$ cat src/rtl/mem_arbiter.sv
// mem_arbiter: serialises the core data port, instruction fetch and VGA
// framebuffer reader onto one synchronous single-port RAM. Grants are issued
// only from IDLE. The completion comes LATENCY cycles after the grant. A VGA
// reader that keeps losing arbitration is promoted to top priority.
module mem_arbiter #(
    parameter int unsigned AW           = 16,
    parameter int unsigned LATENCY      = 1,
    parameter int unsigned VGA_MAX_WAIT = 8
) (
    input  logic          clk,
    input  logic          rst,

    input  logic          d_req,
    input  logic          d_we,
    input  logic [AW-1:0] d_addr,
    input  logic [31:0]   d_wdata,
    input  logic [3:0]    d_wstrb,
    output logic          d_gnt,
    output logic          d_rvalid,
    output logic [31:0]   d_rdata,

    input  logic          f_req,
    input  logic [AW-1:0] f_addr,
    output logic          f_gnt,
    output logic          f_rvalid,
    output logic [31:0]   f_rdata,

    input  logic          v_req,
    input  logic [AW-1:0] v_addr,
    output logic          v_gnt,
    output logic          v_rvalid,
    output logic [31:0]   v_rdata,

    output logic          mem_en,
    output logic          mem_we,
    output logic [AW-1:0] mem_addr,
    output logic [31:0]   mem_wdata,
    output logic [3:0]    mem_wstrb,
    input  logic [31:0]   mem_rdata,

    output logic          o_stall
);

    localparam int unsigned CNT_W  = 2;
    localparam int unsigned WAIT_W = 4;

    // BUSY lasts LATENCY-1 cycles; the counter is loaded with one less than that.
    localparam logic [CNT_W-1:0]  BUSY_LOAD = CNT_W'(LATENCY > 1 ? LATENCY - 2 : 0);
    localparam logic [WAIT_W-1:0] WAIT_MAX  = WAIT_W'(VGA_MAX_WAIT);

    typedef enum logic [1:0] {
        S_IDLE = 2'd0,
        S_BUSY = 2'd1,
        S_RESP = 2'd2
    } state_e;

    typedef enum logic [1:0] {
        OWN_NONE = 2'd0,
        OWN_D    = 2'd1,
        OWN_F    = 2'd2,
        OWN_V    = 2'd3
    } owner_e;

    state_e             state_q, state_d;
    owner_e             owner_q, owner_d;
    owner_e             win_c;
    logic               wr_q, wr_d;
    logic [CNT_W-1:0]   cnt_q, cnt_d;
    logic [WAIT_W-1:0]  vga_wait_q, vga_wait_d;
    logic               d_pend_q, d_pend_d;
    logic               f_pend_q, f_pend_d;

    // Arbitration winner; only IDLE outside reset can produce one.
    always_comb begin
        win_c = OWN_NONE;
        if (!rst && state_q == S_IDLE) begin
            if (v_req && vga_wait_q >= WAIT_MAX) begin
                win_c = OWN_V;
            end else if (d_req) begin
                win_c = OWN_D;
            end else if (f_req) begin
                win_c = OWN_F;
            end else if (v_req) begin
                win_c = OWN_V;
            end
        end
    end

    // State register: FSM state, current owner, write flag, latency counter.
    always_ff @(posedge clk) begin
        if (rst) begin
            state_q <= S_IDLE;
            owner_q <= OWN_NONE;
            wr_q    <= 1'b0;
            cnt_q   <= '0;
        end else begin
            state_q <= state_d;
            owner_q <= owner_d;
            wr_q    <= wr_d;
            cnt_q   <= cnt_d;
        end
    end

    // Next-state logic: IDLE -> BUSY/RESP on a grant, BUSY counts down, RESP -> IDLE.
    always_comb begin
        state_d = state_q;
        owner_d = owner_q;
        wr_d    = wr_q;
        cnt_d   = cnt_q;
        case (state_q)
            S_IDLE: begin
                if (win_c != OWN_NONE) begin
                    owner_d = win_c;
                    wr_d    = (win_c == OWN_D) && d_we;
                    if (LATENCY > 1) begin
                        state_d = S_BUSY;
                        cnt_d   = BUSY_LOAD;
                    end else begin
                        state_d = S_RESP;
                    end
                end
            end
            S_BUSY: begin
                if (cnt_q == '0) begin
                    state_d = S_RESP;
                end else begin
                    cnt_d = cnt_q - 1'b1;
                end
            end
            S_RESP: begin
                state_d = S_IDLE;
                owner_d = OWN_NONE;
                wr_d    = 1'b0;
            end
            default: begin
                state_d = S_IDLE;
                owner_d = OWN_NONE;
                wr_d    = 1'b0;
            end
        endcase
    end

    // Outputs: grant and RAM strobe in the IDLE grant cycle, completion in RESP.
    always_comb begin
        d_gnt     = 1'b0;
        f_gnt     = 1'b0;
        v_gnt     = 1'b0;
        d_rvalid  = 1'b0;
        f_rvalid  = 1'b0;
        v_rvalid  = 1'b0;
        d_rdata   = '0;
        f_rdata   = '0;
        v_rdata   = '0;
        mem_en    = 1'b0;
        mem_we    = 1'b0;
        mem_addr  = '0;
        mem_wdata = '0;
        mem_wstrb = '0;
        case (win_c)
            OWN_D: begin
                d_gnt     = 1'b1;
                mem_en    = 1'b1;
                mem_we    = d_we;
                mem_addr  = d_addr;
                mem_wdata = d_wdata;
                mem_wstrb = d_wstrb;
            end
            OWN_F: begin
                f_gnt    = 1'b1;
                mem_en   = 1'b1;
                mem_addr = f_addr;
            end
            OWN_V: begin
                v_gnt    = 1'b1;
                mem_en   = 1'b1;
                mem_addr = v_addr;
            end
            default: ;
        endcase
        if (!rst && state_q == S_RESP) begin
            case (owner_q)
                OWN_D: begin
                    d_rvalid = 1'b1;
                    d_rdata  = wr_q ? 32'h0 : mem_rdata;
                end
                OWN_F: begin
                    f_rvalid = 1'b1;
                    f_rdata  = mem_rdata;
                end
                OWN_V: begin
                    v_rvalid = 1'b1;
                    v_rdata  = mem_rdata;
                end
                default: ;
            endcase
        end
    end

    // VGA starvation counter and core-side outstanding flags.
    always_comb begin
        vga_wait_d = vga_wait_q;
        if (!v_req || v_gnt) begin
            vga_wait_d = '0;
        end else if (vga_wait_q < WAIT_MAX) begin
            vga_wait_d = vga_wait_q + 1'b1;
        end

        d_pend_d = d_pend_q;
        if (d_gnt) begin
            d_pend_d = 1'b1;
        end else if (d_rvalid) begin
            d_pend_d = 1'b0;
        end

        f_pend_d = f_pend_q;
        if (f_gnt) begin
            f_pend_d = 1'b1;
        end else if (f_rvalid) begin
            f_pend_d = 1'b0;
        end
    end

    // Registers for the starvation counter and outstanding flags.
    always_ff @(posedge clk) begin
        if (rst) begin
            vga_wait_q <= '0;
            d_pend_q   <= 1'b0;
            f_pend_q   <= 1'b0;
        end else begin
            vga_wait_q <= vga_wait_d;
            d_pend_q   <= d_pend_d;
            f_pend_q   <= f_pend_d;
        end
    end

    // Core stalls while a data or fetch access is requested or in flight.
    assign o_stall = !rst && (((d_req || d_pend_q) && !d_rvalid) ||
                              ((f_req || f_pend_q) && !f_rvalid));

endmodule

$ cat config.mk
export PLATFORM = sky130hd
export DESIGN_NAME = mem_arbiter
export DESIGN_NICKNAME = d
export VERILOG_FILES = /design/src/rtl/mem_arbiter.sv
export SDC_FILE = /design/constraint.sdc
export NUM_CORES = 1
export LEC_CHECK = 0
export CORE_AREA = 2 2 107 109
export DETAILED_ROUTE_END_ITERATION = 8
export DIE_AREA = 0 0 109 111
export GPL_TIMING_DRIVEN = 1
export HOLD_SLACK_MARGIN = 0.1
export PLACE_DENSITY = 0.67
export SYNTH_ARGS = -nofsm -noshare
export SYNTH_HDL_FRONTEND = slang
export SYNTH_SLANG_ARGS = --single-unit
$ cat constraint.sdc
create_clock -name clk -period 1.9 [get_ports clk]
set_input_delay 0.38 -clock clk [delete_from_list [all_inputs] [get_ports clk]]
set_output_delay 0.38 -clock clk [all_outputs]
set_load 0.02 [all_outputs]
==> metrics.txt <==
Post-Route WL=roughly 12000 um; Worst setup startpoint=state_q[1]$_SDFFE_PP0P_; Worst Tran Pin Value=just under 0.4 ns; net switching power figure=between 0.4 and 0.5 mW; initial antenna violation count=0; Starting DRT DRC Count=190; Nets=707; DPL Wire Length=between 8000 and 9000 um; register bit total from synthesis=10; Mapped Cells=about 250; max cap viols=0; sequential share of power=14.3%; Worst setup EP type=primary output; top post-synthesis cells by area=and2_1, dfxtp_1, mux2i_1; Design Area, Final=between 0.005 and 0.006 mm2; Max Freq=about 490 MHz; Hold/Removal Path Class=in2reg; Tcrit/Tclk final=107%; Overall Power=~1.6 mW; largest net degree at the start of global routing=34; status=finished, violations left; Slew HR=between 70% and 80%; Setup violations, final=81; Die Ht=~110 um; crit start category=flip-flop; Leak=~2.8 nW; Syn Std Cell Area=0.00174 mm2; IR drop worst, VDD=roughly 0.26 mV; TritonCTS Buffers=3; RSZ-0062 raised after global routing=true; 1st-pass router iterations=6; min-delay src=rst; WL/cell=approximately 17 um; min setup slack post-route=-0.125 ns; Slew Viols, Final=0; CTS tree=done; Critical Path Sink=mem_addr[7]; clk slew on worst S/H paths=around 0.04 ns; first-pass GRT wire length=about 17000 um; Initial Util=~16%; n_diodes=0; RR Endpoint=f_pend_q$_SDFFE_PP0P_; share of layout cells above drive strength 1=approximately three fifths; H-tree levels=1; Placement Cell Area=approximately 0.0049 mm2; synthesized area per cell=roughly 6.9 um2; minimum clock period=2.03 ns; total track usage=17.4%; Vias/cell=around 4.3; routability congestion estimate=0.879; synthesis-to-finish area growth=234%; Skew-Pair Late Insertion Delay=0.24 ns; Critical Path RT=1.52 ns; Die Width=around 110 um; FP Rows=39; switching share of total power=between 30% and 40%; Reg-to-Reg Start=state_q[1]$_SDFFE_PP0P_; sequential share of the synthesized area=11.5%; failing checks=negative setup slack; Reg2Reg Depth=7; Root Buffer=clkbuf_16; P_int=around 1.1 mW; Synth top area share=47.7%; Syn. warnings=0; Sink Count=10; Worst Skew=between 0.0006 and 0.0007 ns; input/output buffers=~280; die area=between 0.01 and 0.015 mm2; routed vias=about 3100; Reg2Reg Setup Slack=around 0.48 ns; critical path peak fanout=8; DR DRC count=0; Crit Path Category=reg2out; post-synth cell types=33; clk buf depth=2; cell taking the most area after synthesis=and2_1; Core ar.=approximately 0.011 mm2; Power Density=276 mW/mm2; Net Count, Synth=378; grt total ovfl=0; IO Count=279; arrival time at the worst endpoint=roughly 1.7 ns; Comb pwr share=between 50% and 60%; Clock power frac=26.3%; final hold viol count=0; vias in the first global route=2959; Routed Antenna Nets=0
flip-flops by register name (all words and copies together), names as in the netlist:
register / cells
vga_wait_q: 4
d_pend_q: 1
f_pend_q: 1
owner_q: 2
wr_q: 1
state_q: 1
layer usage:
metal | share of wire [%] | vias to the layer above | global-route usage (%)
li1 | - | 1487 | -
met1 | 37 | 1441 | 19.0
met2 | 53 | 156 | 33.1
met3 | 7.7 | 23 | 3.41
met4 | 2.4 | 0 | 4.62
met5 | 0 | - | 0
power by group through the flow:
stage / sequential (mW) / clock (mW) / combinational [mW]
global placement: 0.234 / 0 / 0.752
CTS: 0.231 / 0.425 / 0.832
finish: 0.231 / 0.422 / 0.954
floorplan: 0.233 / 0 / 0.263
global route: 0.232 / 0.438 / 1.00
detailed placement: 0.235 / 0 / 0.762
worst max-delay path: stages, from the launching register on:
cell and delay [ns]:
dfxtp_4 0.36, buf_4 0.14, nor4_4 0.20, buf_4 0.18
buf_12 0.12, o21ai_0 0.09, a21oi_2 0.17, buf_6 0.14
how the worst min path moves through the flow:
stage                              end  slack, ns  cells past startpoint
2_1_floorplan  owner_q[0]$_SDFFE_PP0P_       0.44                      2
3_3_place_gp   owner_q[0]$_SDFFE_PP0P_       0.46                      2
3_5_place_dp   owner_q[0]$_SDFFE_PP0P_       0.47                      2
4_1_cts              wr_q$_SDFFE_PP0P_       0.48                      3
5_1_grt              wr_q$_SDFFE_PP0P_       0.47                      3
6_report             wr_q$_SDFFE_PP0P_       0.45                      3
what timing repair did:
action / in CTS / in global routing
cloned: 8 / 3
resized for setup: 699 / 302
setup endpoints to repair: 157 / 156
pin swaps: 19 / 22
setup buffers: 20 / 13
hold buffers: 0 / 0
stage by stage:
stage	utilization, %	instances	setup slack, ns	hold slack [ns]	setup TNS [ns]
after floorplan	-	254	0.0818	0.440	0
after global placement	44.6	681	-0.895	0.461	-128.22
after detailed placement	44.6	681	-0.927	0.471	-133.09
after CTS	49.1	711	-0.165	0.475	-11.22
after global routing	52.6	725	-0.203	0.467	-9.90
final	52.6	725	-0.125	0.451	-3.91
cells in the mapped netlist, drive strengths merged:
cell type  count
mux2i          9
clkbuf         4
o31ai          1
a22oi          1
buf           16
nor2           9
a2bb2oi        1
o21ai         10
dfxtp         10
xor2           1
xnor2          1
nand2b         2
nand3b         2
and3           3
and4bb         1
nor4           1
ha             2
inv           16
nor3b          1
nor2b          2
a222oi         8
nand3          1
nand2          2
nor3           2
o21bai         2
and2         133
a21oi         13
cells in the final DEF (no fill, tap or decap), types with 4 or more instances in the layout:
| cell | count |
|---|---|
| a21oi_2 | 8 |
| inv_1 | 13 |
| buf_6 | 124 |
| nor2_1 | 6 |
| buf_2 | 31 |
| a21oi_1 | 4 |
| clkdlybuf4s50_1 | 117 |
| clkbuf_2 | 7 |
| buf_12 | 12 |
| buf_4 | 40 |
| and2_4 | 81 |
| mux2i_1 | 4 |
| and2_1 | 52 |
| clkbuf_16 | 7 |
| a222oi_1 | 8 |
| o21ai_1 | 6 |
| dfxtp_1 | 8 |
layout make-up:
type | count | area (um2)
repair buffers | 343 | 3530
flip-flops and latches | 10 | 208
fillers | 1016 | 5260
clock buffers | 4 | 88.8
multi-input cells | 209 | 1750
well taps | 143 | 179
inverters | 16 | 65.1
logic make-up (layout without fill, tap and decap cells):
family          count (synthesis)  count (layout)  share of synthesized area [%]
fa+ha+maj                       2               2                           1.43
buf+inv                        36             363                           9.90
mux                             9               9                           5.17
flops                          10              10                           11.5
xor+xnor                        2               2                           1.00
simple gates                  159             160                           57.4
compound gates                 36              36                           13.6
Note: power is estimated with default switching activity, not from simulation.
